`config.mk`:
```
export PLATFORM = sky130hd
export DESIGN_NAME = dvr_st_loader
export DESIGN_NICKNAME = d
export VERILOG_FILES = /design/src/rtl/dvr_st_loader.sv
export SDC_FILE = /design/constraint.sdc
export NUM_CORES = 1
export LEC_CHECK = 0
export BUFFER_PORTS_ARGS = -buffer_cell sky130_fd_sc_hd__buf_2
export CAP_MARGIN = 25
export CORE_MARGIN = 3
export CORE_UTILIZATION = 45
export DETAILED_ROUTE_END_ITERATION = 8
export GPL_ROUTABILITY_DRIVEN = 0
export PLACE_DENSITY = 0.78
export SLEW_MARGIN = 30
export SYNTH_ARGS = -nofsm -noshare
export SYNTH_HDL_FRONTEND = slang
export SYNTH_SLANG_ARGS = --single-unit
```
`constraint.sdc`:
```
create_clock -name clk -period 1.7 [get_ports clk]
set_input_delay 0.17 -clock clk [delete_from_list [all_inputs] [get_ports clk]]
set_output_delay 0.17 -clock clk [all_outputs]
set_load 0.005 [all_outputs]
```
`src/rtl/dvr_st_loader.sv`:
```
// Byte-serial loader: assembles a sync field and a key field from a framed
// configuration byte stream and presents them as one dvr transaction.
module dvr_st_loader #(
    parameter int DATA_WIDTH_IN_BYTES = 16
) (
    input  logic                            clk,
    input  logic                            rst_n,
    input  logic [7:0]                      cfg_byte,
    input  logic                            cfg_valid,
    input  logic                            cfg_sop,
    output logic                            cfg_rdy,
    output logic [DATA_WIDTH_IN_BYTES*8-1:0] dvr_key,
    output logic [DATA_WIDTH_IN_BYTES*8-1:0] dvr_sync,
    output logic                            dvr_valid,
    input  logic                            dvr_rdy,
    output logic                            err
);

    localparam int W8 = DATA_WIDTH_IN_BYTES * 8;
    localparam int CW = (DATA_WIDTH_IN_BYTES > 1) ? $clog2(DATA_WIDTH_IN_BYTES) : 1;
    localparam logic [CW-1:0] LAST = CW'(DATA_WIDTH_IN_BYTES - 1);
    // A sop byte fills the whole sync field when fields are one byte wide.
    localparam logic SINGLE = (DATA_WIDTH_IN_BYTES == 1);

    // Handshakes: cfg byte moves when cfg_valid & cfg_rdy; dvr transaction
    // moves when dvr_valid & dvr_rdy. Both ready/valid are state decodes only.
    typedef enum logic [1:0] {
        WAIT_SOP  = 2'd0,
        LOAD_SYNC = 2'd1,
        LOAD_KEY  = 2'd2,
        PRESENT   = 2'd3
    } state_t;

    state_t          state, state_n;
    logic [CW-1:0]   cnt, cnt_n;
    logic [W8-1:0]   sync_q, sync_n, key_q, key_n;
    logic            err_q, err_n;
    logic            take;
    logic [W8-1:0]   sync_sh, key_sh;

    assign take    = cfg_valid & cfg_rdy;
    assign sync_sh = (sync_q << 8) | W8'(cfg_byte);
    assign key_sh  = (key_q << 8) | W8'(cfg_byte);

    always_ff @(posedge clk or negedge rst_n) begin
        if (!rst_n) begin
            state  <= WAIT_SOP;
            cnt    <= '0;
            sync_q <= '0;
            key_q  <= '0;
            err_q  <= 1'b0;
        end else begin
            state  <= state_n;
            cnt    <= cnt_n;
            sync_q <= sync_n;
            key_q  <= key_n;
            err_q  <= err_n;
        end
    end

    always_comb begin
        state_n = state;
        cnt_n   = cnt;
        sync_n  = sync_q;
        key_n   = key_q;
        err_n   = 1'b0;
        cfg_rdy   = (state != PRESENT);
        dvr_valid = (state == PRESENT);
        case (state)
            WAIT_SOP, LOAD_SYNC, LOAD_KEY: begin
                if (take && cfg_sop) begin
                    // A sop outside WAIT_SOP abandons the partial record.
                    err_n   = (state != WAIT_SOP);
                    sync_n  = sync_sh;
                    cnt_n   = SINGLE ? '0 : CW'(1);
                    state_n = SINGLE ? LOAD_KEY : LOAD_SYNC;
                end else if (take) begin
                    case (state)
                        WAIT_SOP: err_n = 1'b1;
                        LOAD_SYNC: begin
                            sync_n = sync_sh;
                            if (cnt == LAST) begin
                                cnt_n   = '0;
                                state_n = LOAD_KEY;
                            end else begin
                                cnt_n = cnt + CW'(1);
                            end
                        end
                        default: begin
                            key_n = key_sh;
                            if (cnt == LAST) begin
                                cnt_n   = '0;
                                state_n = PRESENT;
                            end else begin
                                cnt_n = cnt + CW'(1);
                            end
                        end
                    endcase
                end
            end
            PRESENT: begin
                if (dvr_rdy) state_n = WAIT_SOP;
            end
            default: state_n = WAIT_SOP;
        endcase
    end

    assign dvr_key  = key_q;
    assign dvr_sync = sync_q;
    assign err      = err_q;

endmodule

```
## After elaboration in Yosys (flattened, before gate mapping)

Index checks and enable logic that the tools add are counted.

| storage, ports and cells | value |
|---|---|
| memory bits (writable) | 0 |
| ROM bits | 0 |
| memories kept | 0 |
| bits of input ports | 13 |
| flip-flop bits (word level) | 263 |
| output and inout bits | 259 |
| latch bits | 0 |
| word-level logic and storage cells | 50 |

| operators by class | value |
|---|---|
| shift-type cells | 0 |
| reductions and logical operators | 11 |
| $add $sub $neg | 1 |
| muxes and demuxes | 18 |
| divide/modulo/power cells | 0 |
| bitwise logic cells | 5 |
| multiply operators | 0 |
| $lt $le $gt $ge | 0 |
| equality and inequality tests | 10 |

Operators by type and width:

| kind | count |
|---|---|
| two-way mux 128 bit | 3 |
| OR 128 x 8 -> 128 bit | 2 |
| two-way mux 4 bit | 4 |
| two-way mux 2 bit | 5 |
| != test 3 bit, second input constant | 3 |
| case mux 2 bit (2 select lines) | 2 |
| AND reduction 4 bit | 2 |
| AND reduction 3 bit | 2 |
| nonzero test 2 bit | 3 |
| adder 4 x 1 -> 4 bit, second input constant | 1 |
| equality test 2 bit, second input constant | 2 |
| equality test 4 bit, second input constant | 1 |
| two-way mux 1 bit | 4 |
| != test 2 bit, second input constant | 2 |
| OR reduction 3 bit | 1 |
| equality test 2 x 1 -> 1 bit, second input constant | 1 |
| zero test 2 bit | 1 |
| != test 2 x 1 -> 1 bit, second input constant | 1 |
| inverter 1 bit | 2 |
| OR reduction 2 bit | 1 |
| AND 1 bit | 1 |
| logical AND 1 bit | 1 |

## Depth between registers and ports, before layout

| depth | value |
|---|---|
| depth after elaboration | 6 |
| gate-level depth with buffers | 6 |
| mapped depth without buffers | 4 |

## Least setup slack after synthesis

No wires, ideal clock.

| timing | value |
|---|---|
| path type | reg-to-reg |
| start | register state[0] |
| end | register sync_q[0], in the netlist dvr_sync[0] |
| required time | 1,575 ps |
| stages on the path, launching flop included | 7 |
| library setup time | 125 ps |
| buffers on the path | 3 |
| clock period less this slack | 1,539 ps |
| arrival time | 1,414 ps |
| slack | 161 ps |
| cells stage by stage | dfrtp_1 buf_6 nor2b_4 o21ai_4 buf_12 buf_12 mux2_4 |

| on the way | value |
|---|---|
| cells in the longest elaborated chain, start to end | 5 |
| elaborated cells between the ends (all ways) | 11 |
| those cells by class | eq/ne (3); mux (1); bitwise (1); reduce/logical (6) |

Ends and longest elaborated chain:

| element | RTL line | RTL |
|---|---|---|
| start, declared | 34 | `state_t state, state_n;` |
| start signal, assigned | 53 | `state <= state_n;` |
| != test 2 bit | 67 | `cfg_rdy = (state != PRESENT);` |
| AND 1 bit | 41 | `assign take = cfg_valid & cfg_rdy;` |
| logical AND 1 bit | 71 | `if (take && cfg_sop) begin` |
| nonzero test 2 bit (no source line) | n/a |  |
| AND reduction 3 bit (no source line) | n/a |  |
| end signal, assigned | 55 | `sync_q <= sync_n;` |
| end, declared | 36 | `logic [W8-1:0] sync_q, sync_n, key_q, key_n;` |

Parallel ways exist; a longest one is shown, timed or not.
A chain may end at the register's enable or synchronous reset.

## Final worst setup path

| timing | value |
|---|---|
| start | register state[0] |
| end | register key_q[107], in the netlist dvr_key[107] |

| on the way | value |
|---|---|
| cells in the longest elaborated chain, start to end | 5 |
| elaborated cells between the ends (all ways) | 11 |
| those cells by class | eq/ne (3); bitwise (3); reduce/logical (5) |

Ends and longest elaborated chain:

| element | RTL line | RTL |
|---|---|---|
| != test 2 bit | 67 |  |
| AND 1 bit | 41 |  |
| logical AND 1 bit | 71 |  |
| inverter 1 bit (no source line) | n/a |  |
| AND reduction 4 bit (no source line) * | n/a |  |
| end signal, assigned | 56 | `key_q <= key_n;` |
| end, declared | 36 |  |

Every way passes the cells marked *; elsewhere a longest branch is shown, timed or not.

==> impl_metrics.toml <==
[outcome]
status = "finished clean"

[sta]
relSlewSlack_pct = 65.4
rsz0062_at_grt = "false"
hold_violations = 0
slew_violations = 0
period_share_pct = 96.7
fin_crit_ps = 1640
finClkSkew_ps = 9.17
whs_ps = 118
setup_viol = 0
max_freq_ghz = 0.608
fin_setup_tns_ps = 0
max_slew.worst_pin.slew_ps = 519

[layout]
finalInstanceArea_mm2 = 0.0140
final_cell_mix = "270 x buf_2, 263 x dfrtp_1, 221 x mux2_4"
diodes = 0
nets = 932
drive_above_1_share_pct = 64.7
final_common_cell = "buf_2"
area_growth_pct = 26.2
fill_cells = 1819

[power]
power_density_mw_per_mm2 = 1330
ir_worst_vdd_mv = 0.993
p_leak_nw = 7.48

[clocking]
cts.sink_count = 263
cts.path.max_buffers = 3
numCtsBuffers = 27
clock-root-buffer = "clkbuf_16"
ctsResizeCount = 0
htreeDepth = 1
tritoncts = "done"
worstSkewPairLatency_ps = 530
clkTransAtPathRegs_ps = 60

[worst_setup_path]
cp_cell_sequence = "and4bb_4 -> buf_12 -> buf_12 -> mux2_1"
path_class = "reg -> reg"
endpoint_kind = "flop"
arrival_ps = 2050
crit_path_start_kind = "flop"
reg2reg_depth = 4
critPathMaxStageDelay_ps = 390
cp_slowest_cell = "dfrtp_1"
cpMostUsedCell = "buf_12"
crit_fanout = 22
crit_required_ps = 2100

[synthesis]
synth_top_family_by_area = "multiplexers"
syn_avg_cell_area_um2 = 18.8
synthDistinctLibCells = 35
mappedNetlistNets = 604
ys_warn_count = 0
synth_cells = 590
yosys.area.top_type = "dfrtp_1"
yosysSeqAreaShare_pct = 59.2
synth-adder-area-share_pct = 0.113
yosys-top-cells-area = "dfrtp_1 59%, mux2_4 30%, buf_12 4.0%"
synth_compound_area_share_pct = 0.923
yosysTopAreaCellShare_pct = 59.2
synth_area_mm2 = 0.0111
synth-xor-area-share_pct = 0.0788
muxShareOfSynthArea_pct = 33.6
ys_ff_latch = 263
yosys.area_share.simple_pct = 1.17

[route]
drc_errors = 0
routed_via_density = 4.87
wl_met2_um = 10900
wl_met3_um = 1950
drtAntennaViolNets = 0
vias = 6131
firstDrtPassIters = 6
wl_per_cell_um = 18.6
dr.first_iter.drc_count = 288
maxUsedRoutingLayer = "met4"
totalWireLength_um = 23400
m1WireLength_um = 10000

[global_routing]
grt_pass1_wl_um = 37000
grt_pass1_vias = 6533
grt_start_max_net_pins = 62
antenna_found_initial = 0
grt_use_total_pct = 17.3
grt_overflow = 0

[min_path]
hp-class = "in -> reg"
whs_path_depth = 5

[floorplan]
rows = 56
initial_core_util_pct = 46.5
design.core.area_mm2 = 0.0239
die_area_mm2 = 0.0266
io_pins = 272
die_h_um = 163
die_w_um = 163

[run]
cap_violations = 0

[place]
hpwl_um = 16700
placed_area_mm2 = 0.0129
numPortBuffers = 271
worst paths after layout:
kind / startpoint / slack (ps) / end
max reg2reg: state[0] / 60 / dvr_key[107]
min: cfg_sop / 120 / state[1]
min in group asynchronous: rst_n / 190 / dvr_sync[100]
min reg2reg: dvr_key[123] / 480 / dvr_key[123]
max: state[0] / 60 / dvr_key[107]
max in group asynchronous: rst_n / 890 / dvr_sync[23]
sequential cells by signal, summed over array words and instances (netlist names):
register / flops
cnt: 4
state: 2
err: 1
dvr_key: 128
dvr_sync: 128
cell families after synthesis:
kind of cell | after synthesis
DFF | 263
muxes | 258
buffers and inverters | 33
and+or+nand+nor | 20
AOI/OAI and AO/OA | 14
xor gates and xnor gates | 1
adders and majority gates | 1
where the power goes:
group	switching, W	leakage [nW]	internal (W)
clock network	0.00235	0.475	0.00371
registers	0.00115	3.39	0.00752
logic	0.00131	3.61	0.00264
total	0.00481	7.48	0.0139
final cells by class:
type / instances / area [um2] / area share (%)
clock buffer: 45 / 893 / 6.37
clock inverter: 5 / 57.6 / 0.410
inverter: 2 / 7.51 / 0.0535
multi-input combinational: 294 / 3990 / 28.4
sequential: 263 / 6580 / 46.9
tap: 319 / 399 / 2.85
timing repair buffer: 330 / 2100 / 15.0
per-layer routing:
metal	vias up	global-route usage, %
met4	0	3.81
li1	2751	-
met3	31	5.43
met1	3131	23.0
met5	-	0
met2	218	27.9
stage by stage:
| step | total power, W | setup WS (ps) | instances | util (%) |
|---|---|---|---|---|
| 2_1_floorplan | 0.0107 | 161 | 590 | - |
| 3_3_place_gp | 0.0125 | 105 | 1188 | 54.0 |
| 3_5_place_dp | 0.0127 | 63.6 | 1188 | 54.0 |
| 4_1_cts | 0.0189 | 57.6 | 1249 | 58.4 |
| 5_1_grt | 0.0196 | 17.2 | 1258 | 58.7 |
| 6_report | 0.0187 | 55.9 | 1258 | 58.7 |
worst max-delay path, delay by kind of cell, from the launching register on:
kind          cells  cell delay, ps
simple gates      1             330
buf+inv           2             430
flops             1             390
mux               1             340
cells in the mapped netlist:
| master | n |
|---|---|
| dfrtp_1 | 263 |
| mux2_4 | 221 |
| buf_12 | 22 |
| mux2_1 | 20 |
| mux2_2 | 16 |
| buf_6 | 5 |
| nand2_1 | 5 |
| o21ai_0 | 4 |
| a21oi_1 | 3 |
| buf_8 | 2 |
| inv_1 | 2 |
| nand2b_1 | 2 |
| nor2_1 | 2 |
| nor2b_1 | 2 |
| a211o_1 | 1 |
| a21bo_2 | 1 |
| a21o_1 | 1 |
| a222oi_1 | 1 |
| and3_1 | 1 |
| and4bb_4 | 1 |
| buf_2 | 1 |
| clkbuf_1 | 1 |
| ha_1 | 1 |
| mux2i_1 | 1 |
| nand4b_1 | 1 |
| nor2b_2 | 1 |
| nor2b_4 | 1 |
| nor3_1 | 1 |
| nor3b_1 | 1 |
| nor4_1 | 1 |
| o211ai_1 | 1 |
| o21ai_4 | 1 |
| o21bai_1 | 1 |
| or2_1 | 1 |
| xor2_1 | 1 |
timing repair:
| item | 4_1_cts | 5_1_grt |
|---|---|---|
| buffers inserted | 0 | 9 |
| endpoints found under the setup margin | 0 | 11 |
| hold buffers | 11 | 0 |
| hold endpoints to repair | 136 | 0 |
Note: power is estimated with default switching activity, not from simulation.
